### src/rtl/instr_fetch_unit_pkg.sv
// Shared fetch-stage types and constants.
package instr_fetch_unit_pkg;

  typedef enum logic [1:0] {
    FETCH_RESET = 2'd0,
    FETCH_RUN   = 2'd1,
    FETCH_FAULT = 2'd2
  } fetch_state_t;

  localparam logic [31:0] PC_INC = 32'd4;

  function automatic logic is_word_aligned(input logic [31:0] addr);
    return addr[1:0] == 2'b00;
  endfunction

endpackage

### src/rtl/instr_fetch_unit_fetch_fifo.sv
// Synchronous FIFO with flush; the head entry is read straight from storage registers.
module fetch_fifo #(
  parameter int unsigned WIDTH = 64,
  parameter int unsigned DEPTH = 2,
  localparam int unsigned CNT_W = $clog2(DEPTH) + 1
) (
  input  logic             clk,
  input  logic             rst_n,
  input  logic             flush,
  input  logic             push,
  input  logic [WIDTH-1:0] push_data,
  input  logic             pop,
  output logic [WIDTH-1:0] head_data,
  output logic [CNT_W-1:0] count,
  output logic             empty,
  output logic             full
);

  localparam int unsigned PTR_W = (DEPTH > 1) ? $clog2(DEPTH) : 1;
  localparam logic [PTR_W-1:0] LAST_PTR = PTR_W'(DEPTH - 1);
  localparam logic [CNT_W-1:0] FULL_CNT = CNT_W'(DEPTH);

  logic [WIDTH-1:0] mem [DEPTH];
  logic [PTR_W-1:0] rd_ptr;
  logic [PTR_W-1:0] wr_ptr;

  function automatic logic [PTR_W-1:0] ptr_next(input logic [PTR_W-1:0] p);
    return (p == LAST_PTR) ? '0 : p + 1'b1;
  endfunction

  // Storage, pointers and occupancy; flush empties the queue without touching data.
  always_ff @(posedge clk or negedge rst_n) begin
    if (!rst_n) begin
      for (int unsigned i = 0; i < DEPTH; i++) mem[i] <= '0;
      rd_ptr <= '0;
      wr_ptr <= '0;
      count  <= '0;
    end else if (flush) begin
      rd_ptr <= '0;
      wr_ptr <= '0;
      count  <= '0;
    end else begin
      if (push) begin
        mem[wr_ptr] <= push_data;
        wr_ptr      <= ptr_next(wr_ptr);
      end
      if (pop) rd_ptr <= ptr_next(rd_ptr);
      count <= count + CNT_W'(push) - CNT_W'(pop);
    end
  end

  // Head and status flags.
  always_comb begin
    head_data = mem[rd_ptr];
    empty     = (count == '0);
    full      = (count == FULL_CNT);
  end

endmodule

### src/rtl/instr_fetch_unit.sv
// Instruction fetch: owns the PC, issues credit-limited word fetches, buffers
// responses with their PCs and hands one instruction per cycle to decode.
module instr_fetch_unit
  import instr_fetch_unit_pkg::*;
#(
  parameter logic [31:0] RESET_PC   = 32'h0000_0000,
  parameter int unsigned FIFO_DEPTH = 2
) (
  input  logic        clk,
  input  logic        rst_n,
  output logic        imem_req_valid,
  input  logic        imem_req_ready,
  output logic [31:0] imem_addr,
  input  logic        imem_rsp_valid,
  input  logic [31:0] imem_rsp_data,
  output logic        instr_valid,
  input  logic        instr_ready,
  output logic [31:0] instr,
  output logic [31:0] instr_pc,
  input  logic        redirect,
  input  logic [31:0] redirect_target,
  output logic        fetch_fault
);

  localparam int unsigned CNT_W = $clog2(FIFO_DEPTH) + 1;
  localparam logic [CNT_W:0] DEPTH_X = (CNT_W + 1)'(FIFO_DEPTH);

  fetch_state_t state;
  logic         fault_q;
  logic [31:0]  fetch_pc;
  logic [CNT_W-1:0] drop_cnt;
  logic [CNT_W-1:0] outstanding;
  logic [CNT_W-1:0] buf_count;
  logic [CNT_W:0]   occupancy;
  logic [63:0]  buf_head;
  logic [31:0]  rsp_pc;
  logic         buf_empty, buf_full, pcq_empty, pcq_full;
  logic         target_ok, credit_ok, req_fire, rsp_keep, buf_pop;

  // Handshake gating and credit accounting.
  // A pop in the same cycle frees its slot immediately; this is what sustains
  // one fetch per cycle at FIFO_DEPTH=2 while still never overflowing the buffer.
  always_comb begin
    target_ok      = is_word_aligned(redirect_target);
    instr_valid    = (state == FETCH_RUN) && !buf_empty && !redirect;
    buf_pop        = instr_valid && instr_ready;
    occupancy      = {1'b0, outstanding} + {1'b0, buf_count} - {{CNT_W{1'b0}}, buf_pop};
    credit_ok      = (occupancy < DEPTH_X);
    imem_req_valid = (state == FETCH_RUN) && credit_ok && !redirect;
    req_fire       = imem_req_valid && imem_req_ready;
    rsp_keep       = imem_rsp_valid && (drop_cnt == '0) && !redirect;
  end

  assign imem_addr   = fetch_pc;
  assign instr       = buf_head[31:0];
  assign instr_pc    = buf_head[63:32];
  assign fetch_fault = fault_q;

  // Fetch state machine with registered fault flag.
  always_ff @(posedge clk or negedge rst_n) begin
    if (!rst_n) begin
      state   <= FETCH_RESET;
      fault_q <= 1'b0;
    end else begin
      case (state)
        FETCH_RESET: state <= FETCH_RUN;
        FETCH_RUN: begin
          if (redirect && !target_ok) begin
            state   <= FETCH_FAULT;
            fault_q <= 1'b1;
          end
        end
        FETCH_FAULT: begin
          if (redirect && target_ok) begin
            state   <= FETCH_RUN;
            fault_q <= 1'b0;
          end
        end
        default: begin
          state   <= FETCH_RUN;
          fault_q <= 1'b0;
        end
      endcase
    end
  end

  // Program counter: aligned redirects win over sequential advance.
  always_ff @(posedge clk or negedge rst_n) begin
    if (!rst_n) begin
      fetch_pc <= RESET_PC;
    end else if (redirect && target_ok) begin
      fetch_pc <= redirect_target;
    end else if (req_fire) begin
      fetch_pc <= fetch_pc + PC_INC;
    end
  end

  // Stale-response counter: everything still in flight after a redirect is discarded.
  always_ff @(posedge clk or negedge rst_n) begin
    if (!rst_n) begin
      drop_cnt <= '0;
    end else if (redirect) begin
      drop_cnt <= outstanding - CNT_W'(imem_rsp_valid);
    end else if (imem_rsp_valid && (drop_cnt != '0)) begin
      drop_cnt <= drop_cnt - 1'b1;
    end
  end

  // PCs of in-flight requests; its occupancy is the outstanding count.
  fetch_fifo #(
    .WIDTH (32),
    .DEPTH (FIFO_DEPTH)
  ) u_pc_queue (
    .clk       (clk),
    .rst_n     (rst_n),
    .flush     (1'b0),
    .push      (req_fire && !pcq_full),
    .push_data (fetch_pc),
    .pop       (imem_rsp_valid && !pcq_empty),
    .head_data (rsp_pc),
    .count     (outstanding),
    .empty     (pcq_empty),
    .full      (pcq_full)
  );

  // Instruction buffer of {pc, instr} entries feeding decode.
  fetch_fifo #(
    .WIDTH (64),
    .DEPTH (FIFO_DEPTH)
  ) u_instr_buf (
    .clk       (clk),
    .rst_n     (rst_n),
    .flush     (redirect),
    .push      (rsp_keep && (!buf_full || buf_pop)),
    .push_data ({rsp_pc, imem_rsp_data}),
    .pop       (buf_pop),
    .head_data (buf_head),
    .count     (buf_count),
    .empty     (buf_empty),
    .full      (buf_full)
  );

endmodule

### config.mk
export PLATFORM = sky130hd
export DESIGN_NAME = instr_fetch_unit
export DESIGN_NICKNAME = d
export VERILOG_FILES = /design/src/rtl/instr_fetch_unit_pkg.sv /design/src/rtl/instr_fetch_unit_fetch_fifo.sv /design/src/rtl/instr_fetch_unit.sv
export SDC_FILE = /design/constraint.sdc
export NUM_CORES = 1
export LEC_CHECK = 0
export ABC_AREA = 0
export ABC_CLOCK_PERIOD_IN_PS = 3600
export CELL_PAD_IN_SITES_DETAIL_PLACEMENT = 1
export CELL_PAD_IN_SITES_GLOBAL_PLACEMENT = 1
export CORE_ASPECT_RATIO = 0.9
export CORE_MARGIN = 10
export CORE_UTILIZATION = 41
export DETAILED_ROUTE_END_ITERATION = 7
export PLACE_DENSITY_LB_ADDON = 0.1
export RECOVER_POWER = 25
export SETUP_SLACK_MARGIN = 0.15
export SLEW_MARGIN = 20
export SYNTH_ARGS = -nofsm -noshare
export SYNTH_HDL_FRONTEND = slang
export SYNTH_HIERARCHICAL = 1
export SYNTH_SLANG_ARGS = --single-unit
### constraint.sdc
create_clock -name clk -period 3.6 [get_ports clk]
set_input_delay 0.36 -clock clk [delete_from_list [all_inputs] [get_ports clk]]
set_output_delay 0.36 -clock clk [all_outputs]
set_load 0.005 [all_outputs]
* Word level (Yosys, flattened, before mapping)
Index checks and enable logic that the tools add are counted.
Widths: inputs -> output; s select.
** Word-level totals
- Register bits after elaboration :: 237
- Output and inout bits :: 99
- Bits of input ports :: 70
- Logic and storage cells :: 113
** Operators by class
- Equality and inequality tests :: 6
- Mux-type cells :: 31
- Reduce and logical (&&, ||, !) cells :: 36
- Bitwise operators :: 6
- Add/sub/neg operators :: 13
- Order comparisons :: 7
** Operator list (count)
- $mux 64 :: 4
- $mux 32 :: 6
- $bwmux 128 :: 1
- $bwmux 64 :: 1
- $demux 64 s1 :: 1
- $add 32x3->32 const B :: 1
- $demux 32 s1 :: 1
- $logic_and 1x1->1 :: 16
- $logic_not 2->1 :: 5
- $mux 1 :: 10
- $mux 2 :: 5
- $reduce_bool 2->1 :: 5
- $ge 2x2->1 const B :: 4
- $not 1->2 :: 4
- $eq 2x2->1 const B :: 3
- $logic_not 1->1 :: 6
- $sub 2x1->2 :: 3
- $add 1x1->1 const B :: 4
- $add 2x1->2 :: 2
- $lt 2x1->1 const B :: 2
- $pmux 2 s2 :: 1
- $reduce_and 2->1 :: 2
- $add 2x2->3 :: 1
- $lt 3x2->1 const B :: 1
- 9 further kinds :: 10

* Depth between registers and ports, before layout
- Word-level depth :: 13
- Depth in mapped cells :: 14
- Gate-level depth less buffers :: 13

* Cells and area by module
The synthesis kept the hierarchy.
** By module, submodules not included
- fetch_fifo at u_instr_buf :: cells an instance 360, area each 6058.3 um2, instances 1, sequential area each 3303.2 um2
- fetch_fifo at u_pc_queue :: cells an instance 189, area each 3009.1 um2, instances 1, sequential area each 1701.6 um2
- instr_fetch_unit :: cells an instance 258, area each 2263.4 um2, instances 1, sequential area each 925.9 um2

* Least setup slack after synthesis
No wires, ideal clock.
- Path type :: input-to-reg
- Start :: input redirect
- End :: register u_pc_queue/mem[36] (netlist bit)
- Arrival :: 3620 ps
- Slack :: -145 ps
- Cell stages on the path :: 13
- Library setup time :: 125 ps
- Path through :: clkbuf_1 nor4b_1 nand2_1 inv_1 ha_1 nand2b_1 fa_1 and4bb_2 nand3_1 nor2_1 nor3b_4 buf_6 mux2_2
** Between the ends
- Longest elaborated chain between the ends :: 9
** Ends and longest elaborated chain
- start: declaration :: line instr_fetch_unit.sv:20 : input logic redirect,
- $logic_not 1->1 :: line instr_fetch_unit.sv:45 : instr_valid = (state == FETCH_RUN) && !buf_empty && !redirect;
- $logic_and 1x1->1 :: line instr_fetch_unit.sv:45
- via instr_valid :: line instr_fetch_unit.sv:16 : output logic instr_valid,
- $logic_and 1x1->1 :: line instr_fetch_unit.sv:46 : buf_pop = instr_valid && instr_ready;
- via buf_pop :: line instr_fetch_unit.sv:38 : logic target_ok, credit_ok, req_fire, rsp_keep, buf_pop;
- $sub 3x1->3 :: line instr_fetch_unit.sv:47 : occupancy = {1'b0, outstanding} + {1'b0, buf_count} - {{CNT_W{1'b0}}, buf_pop};
- $lt 3x2->1 :: line instr_fetch_unit.sv:48 : credit_ok = (occupancy < DEPTH_X);
- $logic_and 1x1->1 (2 in series) :: line instr_fetch_unit.sv:49 : imem_req_valid = (state == FETCH_RUN) && credit_ok && !redirect;
- $logic_and 1x1->1 :: line instr_fetch_unit.sv:50 : req_fire = imem_req_valid && imem_req_ready;
- $logic_and 1x1->1 :: line instr_fetch_unit.sv:117 : .push (req_fire && !pcq_full),
- end signal: indexed assignment :: line instr_fetch_unit_fetch_fifo.sv:44 : mem[wr_ptr] <= push_data;
- end: declaration :: line instr_fetch_unit_fetch_fifo.sv:23 : logic [WIDTH-1:0] mem [DEPTH];
The timed path passes the listed nets, and every way through them passes these cells.
A chain may end at the register's enable or synchronous reset.

* Worst setup path after layout
- Start :: input redirect
- End :: output imem_req_valid
** Between the ends
- Longest elaborated chain between the ends :: 7
** Ends and longest elaborated chain
- $logic_not 1->1 :: line instr_fetch_unit.sv:45
- $logic_and 1x1->1 :: line instr_fetch_unit.sv:45
- $logic_and 1x1->1 :: line instr_fetch_unit.sv:46
- via buf_pop :: line instr_fetch_unit.sv:38
- $sub 3x1->3 :: line instr_fetch_unit.sv:47
- $lt 3x2->1 :: line instr_fetch_unit.sv:48
- $logic_and 1x1->1 (2 in series) :: line instr_fetch_unit.sv:49
- end: declaration :: line instr_fetch_unit.sv:11 : output logic imem_req_valid,
The timed path passes the listed nets, and every way through them passes these cells.

==> qor.csv <==
stage;metric;value;unit
outcome;status;finished with violations;
outcome;violations;max-capacitance violations, max-slew violations;
worst_setup_path;crit_buf_inv;5;
sta;fin_crit_sh;93.3;%
sta;setup_viol_count_final;0;
layout;seqCellArea;5930;um2
grt;antenna_found_initial;0;
routing;detail-route-antenna-nets;0;
worst_setup_path;worstPathArrival;3.00;ns
clock_tree;cts_tree;done;
logic_synthesis;yosys_warnings;6;
die;start_util;41.8;%
die;die_w;195;um
grt;gr-total-overflow;0;
sta;fin_crit;3.36;ns
worst_setup_path;cp_slowest_cell;dlygate4sd3_1;
logic_synthesis;syn_avg_cell_area;14.0;um2
layout;nFillCells;2724;
pwr;p_clk_share;27.3;%
die;design.core.area;27100;um2
logic_synthesis;yosys-top-cells-area;dfrtp_1 52%, mux2_2 22%, mux2_4 8.0%, buf_6 1.3%, a31oi_1 1.2%;
worst_setup_path;cpPeakStageDelay;0.59;ns
pwr;p_leak;6.50;nW
logic_synthesis;synthFlopType;dfrtp_1;
worst_setup_path;path_common_cell;nand2_1;
sta;hold_viol;0;
worst_setup_path;path_delay_family;buffers and inverters;
worst_setup_path;ff2ff_setup_slack;0.28;ns
clock_tree;cts_root_buf;clkbuf_16;
die;fp.dieArea;34700;um2
sta;fmax;0.298;GHz
flow_run;drv_cap;2;
clock_tree;htreeDepth;1;
die;die_h;178;um
logic_synthesis;synth-async-reset-ratio;100;%
placement;hpwl;19400;um
worst_setup_path;crit_path_max_fanout;4;
routing;wl_per_cell;21.5;um
hold_path;min_path_type;primary input to flop;
clock_tree;clockBufferDepth;3;
placement;place_congestion;0.730;
logic_synthesis;yosysTopAreaCell;dfrtp_1;
logic_synthesis;ys_seq_area_share;52.3;%
clock_tree;cts_buffers;27;
routing;drtIter0Drc;252;
logic_synthesis;synth-seq-cells;237;
routing;drc_errors;0;
sta;final_max_slew_viol_count;110;
pwr;vdd_drop_max;0.400;mV
pwr;pwr-share-seq;40.3;%
layout;layout-drive-gt1-share;36.4;%
worst_setup_path;critPathRequiredTime;3.24;ns
layout;syn_to_final_growth;27.2;%
die;io_pins;169;
sta;slew_headroom;-53.9;%
logic_synthesis;synth_cell_types;47;
pwr;power_frac_comb;32.3;%
placement;io_buffers;168;
layout;fin_cells;1376;
clock_tree;insertion_delay;0.54;ns
logic_synthesis;synth_cells;807;
grt;grt_pass1_wl;46100;um
hold_path;holdPathStages;3;
routing;first_pass_iters;4;
worst_setup_path;r2r-start;u_instr_buf/count[0];
grt;grt_use_met3;2.81;%
grt;top_usage_layer;met2;
pwr;switchingPower;2.79;mW
worst_setup_path;cp.depth;12;
sta;final.setup_skew;0.0172;ns
logic_synthesis;synth_edf_count;0;
placement;place_inst;1316;
grt;met1_usage;21.4;%
clock_tree;clk_pin_slew;0.06;ns
worst_setup_path;cp_cell_sequence;dlygate4sd3_1, nor4b_4, nand2_1, inv_2, ha_1, nand2b_4, fa_1, and4bb_2, buf_4, nand2_1, inv_1, dlygate4sd2_1;
logic_synthesis;synth.cell_area;11300;um2
pwr;p_int;7.14;mW
die;rows;57;
hold_path;hp-start;redirect_target[6];
pwr;power_density;689;nW/um2
clock_tree;cts_sinks;237;
sta;worst_slew_pin_slew;2.31;ns
grt;grt_pass1_vias;7901;
worst_setup_path;r2r_cells;15;
logic_synthesis;synth_top_area_share;52.3;%
hold_path;holdPathEnd;imem_addr[6];
layout;diodes;0;
routing;dr_total_vias;7266;
grt;grt_start_max_net_pins;76;
worst_setup_path;crit_path_end_kind;primary output;
routing;totalWireLength;29600;um
worst_setup_path;rr_endpoint;u_pc_queue/mem[52];
pwr;switching_share;28.1;%
routing;via_per_inst;5.28;
worst_setup_path;criticalPathCategory;primary input to primary output;
pwr;finalPower;9.93;mW
worst_setup_path;startpoint;redirect;
grt;use_met2;27.9;%
sta;rsz0062_at_grt;true;
worst_setup_path;start_kind;primary input;
layout;multi_input_area;5010;um2
layout;final_nets;1083;
grt;grt_use_total;16.3;%
[metrics by stage]
stage                     hold WS, ns  setup TNS (ns)  cell area, um2  utilization (%)  worst slack [ns]
after detailed placement        0.391           -8.91           13400             49.4            -0.294
after global placement          0.395           -4.71           13400             49.4            -0.187
after CTS                       0.371               0           14300             52.7             0.189
after floorplan                0.0644               0           11400                -             0.159
after global routing            0.403               0           14400             53.2            0.0718
final                           0.382               0           14400             53.2             0.240
[cells in the final DEF, fill, tap and decap left out, types with 14 or more instances in the layout]
cell | synthesis | layout
dfrtp_1 | 237 | 236
buf_4 | 0 | 21
nor2_1 | 35 | 33
clkdlybuf4s50_1 | 0 | 165
nand2_1 | 18 | 18
mux2_4 | 60 | 60
a31oi_1 | 22 | 22
inv_1 | 16 | 15
or4_1 | 14 | 14
mux2_2 | 221 | 221
clkbuf_16 | 0 | 30
o21ai_0 | 15 | 15
[synthesized netlist by cell type (2+ instances only)]
cell,n
nand3b_1,2
nand4_1,13
a31oi_1,22
and2_1,5
nor4_1,3
buf_12,6
nand2_1,18
buf_2,10
mux2_1,7
and2b_2,2
nor2_1,35
clkbuf_1,12
xor2_1,3
xnor3_1,2
o21ai_0,15
clkbuf_8,3
mux2_4,60
nand2b_1,4
nand3_1,10
or4_1,14
mux2_2,221
dfrtp_1,237
a211oi_1,2
ha_1,9
nor2b_1,3
xnor2_1,9
and4_1,5
or3_1,9
a21oi_1,5
inv_1,16
o31ai_1,13
buf_6,13
mux2i_1,5
[power by group through the flow]
stage / combinational (mW) / clock (mW) / sequential, mW
3_5_place_dp: 3.21 / 0 / 4.05
5_1_grt: 3.51 / 2.90 / 4.13
4_1_cts: 3.25 / 2.79 / 4.02
3_3_place_gp: 3.15 / 0 / 4.01
6_report: 3.21 / 2.72 / 4.00
2_1_floorplan: 1.79 / 0 / 3.85
[what timing repair did]
item                                   in CTS  in global routing
setup endpoints to repair                  11                 48
gates cloned                                0                  6
endpoints found under the hold margin      71                  0
resized for setup                           1                  4
pin swaps                                   1                  3
hold buffers                                1                  0
buffers inserted                            3                  2
[flip-flops by register name (all words and copies together), names as in the netlist]
name,cells
drop_cnt,2
fetch_fault,1
imem_addr,32
state,2
u_instr_buf/count,2
u_instr_buf/mem,128
u_instr_buf/rd_ptr,1
u_instr_buf/wr_ptr,1
u_pc_queue/count,2
u_pc_queue/mem,64
u_pc_queue/rd_ptr,1
u_pc_queue/wr_ptr,1
[worst max path at each step]
stage,endpoint,slack (ns)
global placement,imem_addr[17],-0.19
global route,imem_req_valid,0.07
detailed placement,imem_addr[31],-0.29
floorplan,imem_addr[25],0.16
finish,imem_req_valid,0.24
CTS,imem_addr[24],0.19
[cell families after synthesis]
group	after synthesis	synth area share [%]
and+or+nand+nor	130	6.60
muxes	293	31.1
other	1	0.0331
AOI/OAI and AO/OA	61	3.36
buffers and inverters	61	4.12
DFF	237	52.3
xor gates and xnor gates	14	1.33
adders and majority gates	10	1.17
[worst register-to-register path, stage by stage, from the launching register on]
cell,delay [ns]
dfrtp_1,0.38
nor2_2,0.07
nor4b_4,0.26
nand2_1,0.12
inv_2,0.07
ha_1,0.21
nand2b_4,0.14
fa_1,0.49
and4bb_2,0.25
buf_4,0.11
nand3_2,0.08
nor2_2,0.11
nor3b_4,0.25
buf_12,0.18
clkbuf_16,0.15
mux2_2,0.33
[layer usage]
metal  vias to the layer above  routed length, um
li1                       3322                  -
met1                      3782              13300
met2                       130              14700
met3                        32               1150
met4                         0                435
met5                         -                  0
[cell type report]
class	instances	area share, %
clock buffer	40	5.38
clock inverter	8	0.651
inverter	16	0.417
multi-input combinational	516	34.8
sequential	237	41.2
tap	354	3.07
timing repair buffer	205	14.5
Power figures use the tool's default switching activity.
